File: src/rtl/oam_dma_ctrl.sv
// oam_dma_ctrl: sprite-DMA engine and PPU register-port arbiter.
// A CPU write to DMA_REG_ADDR halts the CPU and copies one 256-byte page
// into OAMDATA. Every read is placed on an even cycle. Outside DMA, the
// CPU's own PPU register accesses pass straight through.
module oam_dma_ctrl #(
  parameter logic [15:0] DMA_REG_ADDR = 16'h4014,
  parameter logic [2:0]  OAMDATA_IDX  = 3'd4
) (
  input  logic        clk,
  input  logic        reset_n,
  input  logic [15:0] cpu_addr,
  input  logic [7:0]  cpu_wdata,
  input  logic        cpu_we,
  input  logic        cpu_ppu_cs,
  input  logic [2:0]  cpu_ppu_addr,
  input  logic        cpu_ppu_we,
  output logic [15:0] dma_addr,
  output logic        dma_rd,
  input  logic [7:0]  dma_rd_data,
  output logic        ppu_reg_cs,
  output logic [2:0]  ppu_reg_addr,
  output logic        vram_WE,
  output logic [7:0]  vram_data_in,
  output logic        rdy,
  output logic        dma_active,
  output logic        dma_done
);

  typedef enum logic [2:0] {
    S_IDLE  = 3'd0,
    S_HALT  = 3'd1,
    S_ALIGN = 3'd2,
    S_READ  = 3'd3,
    S_WRITE = 3'd4,
    S_DONE  = 3'd5
  } state_t;

  state_t      state;
  state_t      state_next;
  logic        cycle_odd;
  logic [7:0]  page;
  logic [7:0]  idx;
  logic        trigger;

  assign trigger = cpu_we && (cpu_addr == DMA_REG_ADDR);

  // Free-running cycle parity used to keep reads on even cycles
  always_ff @(posedge clk or negedge reset_n) begin
    if (!reset_n) cycle_odd <= 1'b0;
    else          cycle_odd <= ~cycle_odd;
  end

  // State register
  always_ff @(posedge clk or negedge reset_n) begin
    if (!reset_n) state <= S_IDLE;
    else          state <= state_next;
  end

  // Source page is captured only on an accepted trigger; idx steps once per OAM write
  always_ff @(posedge clk or negedge reset_n) begin
    if (!reset_n) begin
      page <= 8'h00;
      idx  <= 8'h00;
    end else if (state == S_IDLE && trigger) begin
      page <= cpu_wdata;
      idx  <= 8'h00;
    end else if (state == S_WRITE) begin
      idx  <= idx + 8'd1;
    end
  end

  // Next-state logic and port arbitration; idle defaults are CPU pass-through
  always_comb begin
    state_next   = state;
    dma_addr     = 16'h0000;
    dma_rd       = 1'b0;
    ppu_reg_cs   = cpu_ppu_cs;
    ppu_reg_addr = cpu_ppu_addr;
    vram_WE      = cpu_ppu_we;
    vram_data_in = cpu_wdata;
    rdy          = 1'b1;
    dma_active   = 1'b0;
    dma_done     = 1'b0;
    case (state)
      S_IDLE: begin
        if (trigger) state_next = S_HALT;
      end
      S_HALT: begin
        rdy          = 1'b0;
        dma_active   = 1'b1;
        ppu_reg_cs   = 1'b0;
        ppu_reg_addr = OAMDATA_IDX;
        vram_WE      = 1'b0;
        vram_data_in = 8'h00;
        // An odd HALT means the next cycle is even and can read at once
        state_next   = cycle_odd ? S_READ : S_ALIGN;
      end
      S_ALIGN: begin
        rdy          = 1'b0;
        dma_active   = 1'b1;
        ppu_reg_cs   = 1'b0;
        ppu_reg_addr = OAMDATA_IDX;
        vram_WE      = 1'b0;
        vram_data_in = 8'h00;
        state_next   = S_READ;
      end
      S_READ: begin
        rdy          = 1'b0;
        dma_active   = 1'b1;
        dma_addr     = {page, idx};
        dma_rd       = 1'b1;
        ppu_reg_cs   = 1'b0;
        ppu_reg_addr = OAMDATA_IDX;
        vram_WE      = 1'b0;
        vram_data_in = 8'h00;
        state_next   = S_WRITE;
      end
      S_WRITE: begin
        rdy          = 1'b0;
        dma_active   = 1'b1;
        ppu_reg_cs   = 1'b1;
        ppu_reg_addr = OAMDATA_IDX;
        vram_WE      = 1'b1;
        vram_data_in = dma_rd_data;
        state_next   = (idx == 8'hFF) ? S_DONE : S_READ;
      end
      S_DONE: begin
        // CPU resumes here; a trigger in this cycle is deliberately dropped
        dma_done     = 1'b1;
        state_next   = S_IDLE;
      end
      default: begin
        state_next   = S_IDLE;
      end
    endcase
  end

endmodule

File: config.mk
export PLATFORM = sky130hd
export DESIGN_NAME = oam_dma_ctrl
export DESIGN_NICKNAME = d
export VERILOG_FILES = /design/src/rtl/oam_dma_ctrl.sv
export SDC_FILE = /design/constraint.sdc
export NUM_CORES = 1
export LEC_CHECK = 0
export ABC_CLOCK_PERIOD_IN_PS = 3300
export CAP_MARGIN = 20
export CORE_ASPECT_RATIO = 0.7
export CORE_MARGIN = 2
export CORE_UTILIZATION = 37
export DETAILED_ROUTE_END_ITERATION = 12
export GPL_ROUTABILITY_DRIVEN = 0
export PLACE_DENSITY = 0.77
export SYNTH_ARGS = -nofsm -noshare
export SYNTH_HDL_FRONTEND = slang
export SYNTH_SLANG_ARGS = --single-unit
File: constraint.sdc
create_clock -name clk -period 3.3 [get_ports clk]
set_input_delay 0.33 -clock clk [delete_from_list [all_inputs] [get_ports clk]]
set_output_delay 0.33 -clock clk [all_outputs]
set_load 0.005 [all_outputs]
Yosys cells after proc, flatten, opt, wreduce, memory -nomap -nowiden
Cells that the tools add are included.

Register bits: 20. Word-level logic and storage cells: 35. Input bits: 40. Output and inout bits: 33.

Reduce and logical (&&, ||, !) cells: 6. Bitwise operators: 1. Equal/unequal tests: 8. Mux-type cells: 15. Add/subtract/negate cells: 1.

Operators by type and width (count): 16-bit by 15-bit equality test with 1-bit output (second input constant) (1); 16-bit two-way mux (1); 8-bit two-way mux (2); 8-bit case mux with 2 select lines (1); 3-bit case mux with 5 select lines (1); 3-bit two-way mux (3); 8-bit by 1-bit adder with 8-bit output (second input constant) (1); 8-bit equality test (second input constant) (1); 3-bit by 2-bit equality test with 1-bit output (second input constant) (2); 3-bit equality test (second input constant) (2); 1-bit two-way mux (5); 1-bit case mux with 2 select lines (2); 4-bit OR reduction (1); 3-bit by 1-bit equality test with 1-bit output (second input constant) (1); 3-bit zero test (1); 3-bit OR reduction (1); 1-bit logical AND (2); 2-bit inequality test (second input constant) (1); 2-bit nonzero test (1); 1-bit inverter (1).

Longest topological paths before layout
Word-level depth: 4. Gate-level depth with buffers: 6. Mapped depth without buffers: 5.

Least setup slack after synthesis
OpenSTA, ideal clock, no wires.

Kind: register to register. From: register state[2]. To: register page[0]. Path slack: 1529 ps. Clock period less this slack: 1771 ps. Required time: 3175 ps. Library setup time: 125 ps. Arrival: 1647 ps. Cell stages (with the launch flop): 6. Buffers on the path: 1. Cell sequence: dfrtp_1 buf_6 nor4_1 nand2_1 nor4_4 mux2_2.

Longest elaborated chain between the ends: 2.

RTL lines: start, declared (RTL line 38) `state_t state;`; start signal, assigned (RTL line 56) `else state <= state_next;`; 3-bit zero test (RTL line 64) `end else if (state == S_IDLE && trigger) begin`; 1-bit logical AND (RTL line 64); end signal, assigned (RTL line 65) `page <= cpu_wdata;`; end, declared (RTL line 41) `logic [7:0] page;`.

Every way passes these cells. A chain may end at the register's enable or synchronous reset.

Final worst setup path
From: register state[0]. To: output port vram_data_in[6].

Longest elaborated chain between the ends: 3. Elaborated cells on any way between the ends: 6. Classes of those cells: eq/ne: 4; mux: 1; reduce/logical: 1.

RTL lines: 3-bit by 2-bit equality test with 1-bit output or 3-bit by 1-bit equality test with 1-bit output (tied branches) (RTL line 84) `case (state)`; 3-bit OR reduction (no source line); 8-bit case mux with 2 select lines * (RTL line 84); end, declared (RTL line 23) `output logic [7:0] vram_data_in,`.

Every way passes the cells marked *; elsewhere a longest branch is shown, timed or not.

==> impl_summary.log <==
INFO  metric syn_to_final_growth = 59.85%
INFO  metric synthDominantAreaCellType = sky130_fd_sc_hd__dfrtp_1
INFO  metric cts.repair_timing.setup_buffer_count = 0
INFO  metric synth_enable_flop_cells = 0
INFO  metric vias = 1284
INFO  metric p_per_area = 661.3 nW/um^2
INFO  metric placed_cells = 268
INFO  metric cts_tree = built
INFO  metric antennaDiodeCount = 0
INFO  metric grt_start_max_net_pins = 27
INFO  metric final_nets = 264
INFO  metric cts.hold.buffers_added = 0
INFO  metric pre_cts_slack = 0.8076 ns
INFO  metric clkSlewWorstSetupHoldPaths = 0.07 ns
INFO  metric layout_commonest_cell = sky130_fd_sc_hd__clkdlybuf4s50_1
INFO  metric postRouteWirelength = 3.302 mm
INFO  metric final_min_period_over_clock_period = 83.65%
INFO  metric dieArea = 4163 um^2
INFO  metric port_buffers = 72
INFO  metric worstHoldPathType = register to register
INFO  metric worst_setup_path_start_kind = register
INFO  metric ios = 73
INFO  metric fp.dieW = 76.27 um
INFO  metric global_route.overflow_total = 0
INFO  metric clock-skew-final = 0.006106 ns
INFO  metric final-seq-area = 500.5 um^2
INFO  metric yosys_warnings = 0
INFO  metric syn-num-nets = 193
INFO  metric maxClockFrequency = 0.3623 GHz
INFO  metric drt_drc_violations_left = 0
INFO  metric floorplan.die.height = 54.59 um
INFO  metric synth_cell_types = 35
INFO  metric post_synthesis_async_set_or_reset_flop_share = 100.0%
INFO  metric detail_route.vias_per_cell = 4.721
INFO  metric synth_area_per_cell = 8.898 um^2
INFO  metric outcome = finished, final reports clean
INFO  metric synth-seq-area-share = 37.00%
INFO  metric grt_setup_unrepaired = no
INFO  metric syn-cell-area = 1353 um^2
INFO  metric hpwlAfterDp = 2.610 mm
INFO  metric n_fill_cell = 332
INFO  metric netlist.area_leader.share = 37.00%
INFO  metric ys.flop_type = sky130_fd_sc_hd__dfrtp_1
INFO  metric worst_slew_margin_rel = 40.60%
INFO  metric floorplan.initialDensity = 38.50%
INFO  metric end_kind = output port
INFO  metric period_needed = 2.760 ns
INFO  metric wire_per_inst = 12.14 um
INFO  metric layout.cells.most_common_list = sky130_fd_sc_hd__clkdlybuf4s50_1 (72), sky130_fd_sc_hd__nand2_1 (28), sky130_fd_sc_hd__dfrtp_1 (20)
INFO  metric buffer_cell_driving_the_clock_tree_root = sky130_fd_sc_hd__clkbuf_8
INFO  metric area_used_by_multi_input_combinational_logic = 785.8 um^2
INFO  metric crit_path_max_fanout = 15
INFO  metric finalMaxSlewViolations = 0
INFO  metric number_of_global_route_vias_before_repair = 1196
INFO  metric numClockSinks = 20
INFO  metric number_of_flip_flops_and_latches_in_the_synthesized_netlist = 20
INFO  metric clock_insertion_delay_at_the_later_pin_of_the_skew_report = 0.26 ns
INFO  metric post_layout_nonfiller_instances = 272
INFO  metric synthCells = 152
INFO  metric timing.max_cap.violations = 0
INFO  metric final.setup.tns = 0 ns
INFO  metric timing.setup.critical_path_class = register to output port
INFO  metric setup_viol = 0
INFO  metric number_of_cells_upsized_or_downsized_after_cts = 0
INFO  metric number_of_buffers_created_by_cts = 3
INFO  metric p_leak = 0.8951 nW
INFO  metric post-layout-total-power = 0.001430 W
INFO  metric antenna_violations_before_repair = 0
INFO  metric dr.first_iter.drc_count = 14
INFO  metric timing.critical_path.arrival = 2.43 ns
INFO  metric final_layout_size_suffix_gt1_share = 13.06%
INFO  metric placeableCoreArea = 3513 um^2
INFO  metric drt_pass1_iterations = 4
INFO  metric total_routing_resource_utilization_after_global_routing = 17.54%
INFO  metric synth_top_cells_by_area = sky130_fd_sc_hd__dfrtp_1 (37%), sky130_fd_sc_hd__mux2_2 (13%), sky130_fd_sc_hd__nand2_1 (7.8%)
INFO  metric grt_pass1_wl = 5.761 mm
INFO  metric cts_max_path_buffers = 2
INFO  metric fp-row-count = 18
INFO  metric finalHoldViolCount = 0
INFO  metric ant_nets = 0
INFO  metric required = 2.97 ns
INFO  metric worst_slew_pin_slew = 0.8882 ns
INFO  metric h-tree-depth = 1
INFO  metric max-vdd-ir-drop = 0.4564 mV
INFO  metric timing.final.ws_setup = 0.5395 ns
[synthesized netlist by cell type, drive strengths merged (2+ instances only)]
master,instances
a21oi,2
and2,16
buf,5
clkbuf,4
dfrtp,20
inv,4
maj3,2
mux2,16
nand2,28
nor2,6
nor2b,5
nor3,3
nor4,5
o21ai,15
o22ai,2
o31ai,2
xnor2,3
[state kept, by name, indices dropped and copies added, names as in the netlist]
signal     count
idx            8
state          3
page           8
cycle_odd      1
[power breakdown]
group	internal [W]	total, W	switching [W]
Sequential	0.000312	0.000430	0.000119
Clock	0.000106	0.000184	0.0000776
Combinational	0.000495	0.000816	0.000320
[critical path: stages, from the launching register on]
cell and delay, ns:
sky130_fd_sc_hd__dfrtp_1 0.48, sky130_fd_sc_hd__nor2_1 0.39, sky130_fd_sc_hd__buf_4 0.30, sky130_fd_sc_hd__mux2_2 0.35, sky130_fd_sc_hd__nand2_1 0.07, sky130_fd_sc_hd__o21ai_0 0.10, sky130_fd_sc_hd__clkdlybuf4s50_1 0.49
[stage by stage]
step	instance area, um^2	utilization (%)	hold WS [ns]
4_1_cts	2162	61.54	0.3996
2_1_floorplan	1353	-	0.03441
3_3_place_gp	2107	59.97	0.3920
3_5_place_dp	2107	59.97	0.3902
5_1_grt	2162	61.54	0.4483
6_report	2162	61.54	0.3972
[path summary, 6_finish.rpt]
path	from	end	slack [ns]	cells past startpoint
max in group asynchronous	reset_n	state[0]	2.18	1
worst max register to register	state[2]	page[2]	1.05	4
worst max-delay path	state[0]	vram_data_in[6]	0.54	6
worst min-delay path	cycle_odd	cycle_odd	0.40	1
min in group asynchronous	reset_n	page[4]	0.57	1
worst min register to register	cycle_odd	cycle_odd	0.40	1
[cells by family after synthesis]
group / Yosys count / share of synthesized area [%]
fa+ha+maj: 3 / 2.405
mux: 16 / 13.32
flops: 20 / 37.00
compound gates: 24 / 9.991
buf+inv: 13 / 4.902
simple gates: 72 / 29.79
xor+xnor: 4 / 2.591
[area by class of cell]
cell class,instances,area share [%]
tap,50,2.894
clock buffer,4,2.546
inverter,4,0.6944
sequential,20,23.15
timing repair buffer,75,34.38
multi-input combinational,119,36.34
[metal layers]
layer | routed length, um | vias to the layer above | global-route usage (%)
met3 | 289 | 2 | 6.766
met2 | 1414 | 47 | 30.24
met1 | 1587 | 567 | 21.83
li1 | - | 668 | -
met4 | 10 | 0 | 2.727
met5 | 0 | - | 0
No activity file was read; power rests on OpenSTA's default activity.
